### src/rtl/cubehash_ctrl_if.sv
// Host/core control bundle for the CubeHash-16/32-256 sequencer.
// The master drives requests; the slave (controller) drives status and core strobes.
interface cubehash_ctrl_if;
    logic init;
    logic start;
    logic last;
    logic busy;
    logic iv_load;
    logic msg_xor;
    logic fin_xor;
    logic round_en;
    logic hash_valid;

    modport master (
        output init, start, last,
        input  busy, iv_load, msg_xor, fin_xor, round_en, hash_valid
    );

    modport slave (
        input  init, start, last,
        output busy, iv_load, msg_xor, fin_xor, round_en, hash_valid
    );
endinterface

### src/rtl/cubehash_ctrl.sv
// Round sequencer for the CubeHash-16/32-256 core: IV load + init rounds, block
// absorption, and finalisation, with registered one-hot core strobes.
module cubehash_ctrl #(
    parameter int unsigned ROUNDS_BLK  = 16,
    parameter int unsigned ROUNDS_FIN  = 160,
    parameter int unsigned ROUNDS_INIT = 160
) (
    input  logic           clk,
    input  logic           rst_n,
    cubehash_ctrl_if.slave bus
);

    typedef enum logic [2:0] {
        StIdle, StLoad, StIround, StAbsorb, StBround, StFxor, StFround, StDone
    } state_e;

    state_e     state_q;
    logic [7:0] cnt_q;
    logic       inited_q;
    logic       last_q;
    logic       iv_load_q;
    logic       msg_xor_q;
    logic       fin_xor_q;
    logic       round_en_q;
    logic       hash_valid_q;
    logic       accept;

    // Strobes are set together with the next state, so each one mirrors exactly one state.
    always_ff @(posedge clk or negedge rst_n) begin
        if (!rst_n) begin
            state_q      <= StIdle;
            cnt_q        <= 8'd0;
            inited_q     <= 1'b0;
            last_q       <= 1'b0;
            iv_load_q    <= 1'b0;
            msg_xor_q    <= 1'b0;
            fin_xor_q    <= 1'b0;
            round_en_q   <= 1'b0;
            hash_valid_q <= 1'b0;
        end else begin
            iv_load_q  <= 1'b0;
            msg_xor_q  <= 1'b0;
            fin_xor_q  <= 1'b0;
            round_en_q <= 1'b0;
            case (state_q)
                StIdle: begin
                    if (bus.init) begin
                        state_q      <= StLoad;
                        iv_load_q    <= 1'b1;
                        hash_valid_q <= 1'b0;
                    end else if (bus.start && inited_q) begin
                        state_q   <= StAbsorb;
                        msg_xor_q <= 1'b1;
                        last_q    <= bus.last;
                    end
                end
                StLoad: begin
                    state_q    <= StIround;
                    cnt_q      <= 8'(ROUNDS_INIT);
                    round_en_q <= 1'b1;
                end
                StIround: begin
                    if (cnt_q == 8'd1) begin
                        state_q  <= StIdle;
                        inited_q <= 1'b1;
                    end else begin
                        cnt_q      <= cnt_q - 8'd1;
                        round_en_q <= 1'b1;
                    end
                end
                StAbsorb: begin
                    state_q    <= StBround;
                    cnt_q      <= 8'(ROUNDS_BLK);
                    round_en_q <= 1'b1;
                end
                StBround: begin
                    if (cnt_q == 8'd1) begin
                        if (last_q) begin
                            state_q   <= StFxor;
                            fin_xor_q <= 1'b1;
                        end else begin
                            state_q <= StIdle;
                        end
                    end else begin
                        cnt_q      <= cnt_q - 8'd1;
                        round_en_q <= 1'b1;
                    end
                end
                StFxor: begin
                    state_q    <= StFround;
                    cnt_q      <= 8'(ROUNDS_FIN);
                    round_en_q <= 1'b1;
                end
                StFround: begin
                    if (cnt_q == 8'd1) begin
                        state_q <= StDone;
                    end else begin
                        cnt_q      <= cnt_q - 8'd1;
                        round_en_q <= 1'b1;
                    end
                end
                StDone: begin
                    state_q      <= StIdle;
                    hash_valid_q <= 1'b1;
                    inited_q     <= 1'b0;
                end
                default: state_q <= StIdle;
            endcase
        end
    end

    // Combinational accept term keeps busy high on the very cycle a request is taken.
    assign accept = (state_q == StIdle) && (bus.init || (bus.start && inited_q));

    assign bus.busy       = (state_q != StIdle) || accept;
    assign bus.iv_load    = iv_load_q;
    assign bus.msg_xor    = msg_xor_q;
    assign bus.fin_xor    = fin_xor_q;
    assign bus.round_en   = round_en_q;
    assign bus.hash_valid = hash_valid_q;

endmodule

### src/flat_wrapper.sv
// flat-port wrapper written by rule: the top's interface ports become plain ports
module cubehash_ctrl_flat 
#(
    parameter int unsigned ROUNDS_BLK  = 16,
    parameter int unsigned ROUNDS_FIN  = 160,
    parameter int unsigned ROUNDS_INIT = 160
)
  (clk, rst_n, bus_init, bus_start, bus_last, bus_busy, bus_iv_load, bus_msg_xor, bus_fin_xor, bus_round_en, bus_hash_valid);
  cubehash_ctrl_if bus_i ();
  input  logic clk;
  input  logic rst_n;
  input wire logic [$bits(bus_i.init)-1:0] bus_init;
  input wire logic [$bits(bus_i.start)-1:0] bus_start;
  input wire logic [$bits(bus_i.last)-1:0] bus_last;
  output wire logic [$bits(bus_i.busy)-1:0] bus_busy;
  output wire logic [$bits(bus_i.iv_load)-1:0] bus_iv_load;
  output wire logic [$bits(bus_i.msg_xor)-1:0] bus_msg_xor;
  output wire logic [$bits(bus_i.fin_xor)-1:0] bus_fin_xor;
  output wire logic [$bits(bus_i.round_en)-1:0] bus_round_en;
  output wire logic [$bits(bus_i.hash_valid)-1:0] bus_hash_valid;
  assign bus_i.init = bus_init;
  assign bus_i.start = bus_start;
  assign bus_i.last = bus_last;
  assign bus_busy = bus_i.busy;
  assign bus_iv_load = bus_i.iv_load;
  assign bus_msg_xor = bus_i.msg_xor;
  assign bus_fin_xor = bus_i.fin_xor;
  assign bus_round_en = bus_i.round_en;
  assign bus_hash_valid = bus_i.hash_valid;
  cubehash_ctrl #(.ROUNDS_BLK(ROUNDS_BLK), .ROUNDS_FIN(ROUNDS_FIN), .ROUNDS_INIT(ROUNDS_INIT)) u_core (.clk(clk), .rst_n(rst_n), .bus(bus_i));
endmodule
### config.mk
export PLATFORM = sky130hd
export DESIGN_NAME = cubehash_ctrl_flat
export DESIGN_NICKNAME = d
export VERILOG_FILES = /design/src/rtl/cubehash_ctrl_if.sv /design/src/rtl/cubehash_ctrl.sv /design/src/flat_wrapper.sv
export SDC_FILE = /design/constraint.sdc
export NUM_CORES = 1
export LEC_CHECK = 0
export BUFFER_PORTS_ARGS = -buffer_cell sky130_fd_sc_hd__buf_2
export CAP_MARGIN = 0
export CORE_MARGIN = 8
export CORE_UTILIZATION = 45
export DETAILED_ROUTE_END_ITERATION = 16
export SETUP_SLACK_MARGIN = 0.5
export SLEW_MARGIN = 20
export SYNTH_ARGS = -nofsm -noshare
export SYNTH_HDL_FRONTEND = slang
export SYNTH_SLANG_ARGS = --single-unit
### constraint.sdc
create_clock -name clk -period 2.2 [get_ports clk]
set_input_delay 0.44 -clock clk [delete_from_list [all_inputs] [get_ports clk]]
set_output_delay 0.44 -clock clk [all_outputs]
set_load 0.02 [all_outputs]
==> results.cfg <==
[synth]
yosysWarnings = 0
synth_cell_types = 35
syn_inst = 103
synth_seq_cells = 18
syn-mean-instance-area_um2 = 9.65
synth-seq-area-share_pct = 45.3
synth_area_um2 = 993
synth_nets = 110

[placement]
place_congestion = 0.860
numPortBuffers = 10
dp.cells = 140
post_dp_cell_area_um2 = 1070
dp_hpwl_um = 1540
place_ws_ns = 0.439

[finish]
area_growth_pct = 19.3
antenna_cells = 0
nets = 130
design_area_um2 = 1180
fin_cells = 150
drive_gt1_share_pct = 36.1

[setup_path]
rr_worst_depth = 4
crit_arrival_ns = 1.41
path_class = flop to output port
cp.required_ns = 1.76
crit_fanout = 2
worstSetupStartpoint = u_core.state_q[2]
rr_startpoint = u_core.state_q[2]
start_kind = flop
cp-end-kind = output port

[clocking]
cts-root-buf = clkbuf_4
clk_pin_slew_ns = 0.10
postCtsHoldBufs = 0
cts.sinks = 18
numCtsBuffers = 3
insertion_delay_ns = 0.29
cts_tree = done
htreeDepth = 1
clock_path_buffers = 2

[timing]
finalCritPeriodShare_pct = 84.1
max_slew_margin_pct = 72.2
hold_viol = 0
worst_pin_slew_ns = 0.417
setup_viol = 0
finalMaxSlewViolations = 0
period_needed_ns = 1.85
tns_ns = 0
layout_setup_ws_ns = 0.349
max_freq_mhz = 540
clock_skew_ns = 0.00231
rsz0062_at_grt = true

[detailed_routing]
drt_pass1_iterations = 4
postRouteAntennaNets = 0
drt_first_iter_violations = 19
drc = 0
viasPerCell = 5.61
wirelength_um = 2350
vias = 841
routedWlPerCell_um = 15.6

[floorplan]
die_w_um = 63.0
die_height_um = 63.0
start_util_pct = 46.2
die_area_um2 = 3970
ios = 11
rows = 17
core_um2 = 2150

[run_status]
status = complete, no violations

[run]
cap_viol_max_count = 0

[global_routing]
grt_pass1_wl_um = 3860
grtUsageTotal_pct = 12.2
gr-total-overflow = 0
grt_max_degree = 19
grt_pass1_vias = 815
antenna_found_initial = 0

[pwr]
finalPower_w = 0.00180
peakVddDrop_uv = 762
p_leak_nw = 0.536
power_density_nw_per_um2 = 1520

[hold_path]
min_path_type = primary input to asynchronous set/reset pin
==> cell usage after synthesis, drive strengths merged <==
master  number  area share, %
o22ai        1           0.63
or3          2            1.8
dfrtp       18             45
and4         1           0.88
or2          1           0.88
inv          6            2.3
o31ai        5            3.8
mux2i        1            1.0
nand3        2            1.0
nor4         1            2.1
ha           2            2.5
or4          2            1.5
and3         3            2.0
a41oi        1           0.88
a21o         1           0.88
o221a        1            1.1
clkbuf       2            1.8
a21oi        9            4.5
o21bai       2            1.5
nor3         6            3.5
nor3b        1           0.76
o21ai        5            2.5
nand2        9            5.0
mux2         2            2.3
nor2        12            4.5
buf          3            2.4
a31oi        4            2.5
==> power by group <==
group          switching (W)  internal [W]  total (W)
Sequential          0.000128      0.000470   0.000597
Clock               0.000103      0.000101   0.000204
Combinational       0.000551      0.000445   0.000996
==> per-layer routing <==
metal  wire length (µm)  global-route usage [%]  share of wire, %  vias up
li1                   -                       -                 -      408
met1               1010                    14.5                43      419
met2               1230                    19.6                52       10
met3                 63                    2.87               2.7        4
met4                 36                    7.12               1.5        0
met5                  0                       0                 0        -
==> per-stage QoR <==
step / hold WS, ns / util [%]
after floorplan: 0.144 / -
after global placement: 0.389 / 49.7
after detailed placement: 0.401 / 49.7
after CTS: 0.0695 / 53.6
after global routing: 0.0785 / 55.2
final: 0.0660 / 55.2
==> worst max-delay path, stage by stage, from the launching register on <==
cell	delay (ns)
dfrtp_2	0.42
or3_4	0.40
nor2_4	0.10
nand2_2	0.07
buf_6	0.14
==> timing repair <==
action / CTS / global route
pin swaps: 1 / 2
buffers inserted: 5 / 1
gates resized for setup: 6 / 7
setup endpoints to repair: 4 / 6
endpoints found under the hold margin: 0 / 0
==> cell families (layout without fill, tap and decap cells) <==
kind of cell | count (synthesis) | in the layout | synth area share (%)
AND/OR/NAND/NOR | 40 | 40 | 24.1
AO/OA/AOI/OAI | 29 | 29 | 18.4
flip-flops | 18 | 18 | 45.3
buffers and inverters | 11 | 30 | 6.42
multiplexers | 3 | 3 | 3.27
adder cells (fa/ha/maj) | 2 | 2 | 2.52
==> path summary, 6_finish.rpt <==
kind,end,slack [ns]
setup / recovery,bus_busy,0.35
hold / removal,u_core.cnt_q[5],0.07
hold reg to reg,u_core.bus.hash_valid,0.53
min in group clk,u_core.last_q,0.37
max in group asynchronous,u_core.state_q[0],1.82
setup reg to reg,u_core.last_q,0.55
==> layout by cell type, fill, tap and decap left out, types with 2 or more instances in the layout <==
cell type  netlist  layout
ha_1             2       2
clkbuf_4         0       3
inv_1            5       5
buf_4            1      10
a21oi_1          9       9
buf_2            1       9
dfrtp_1         18      14
nor3_1           5       4
nor2_1          12      11
or4_1            2       2
o21bai_1         2       2
o31ai_1          5       5
nand2_1          8       7
o21ai_0          5       5
nor3_2           1       2
mux2_2           2       2
nand3_1          2       2
a31oi_1          4       4
dfrtp_2          0       4
==> registers in the layout (all words and copies together) (netlist names) <==
name                   flops
u_core.bus.msg_xor         1
u_core.cnt_q               8
u_core.bus.round_en        1
u_core.state_q             3
u_core.bus.iv_load         1
u_core.last_q              1
u_core.bus.fin_xor         1
u_core.bus.hash_valid      1
u_core.inited_q            1
==> area by class of cell <==
cell class	count	area, µm²
Fill cell	202	963
Multi-Input combinational cell	74	504
Sequential cell	18	455
Timing Repair Buffer	20	131
Clock buffer	4	36.3
Tap cell	28	35.0
Inverter	6	22.5
Power figures use the tool's default switching activity.
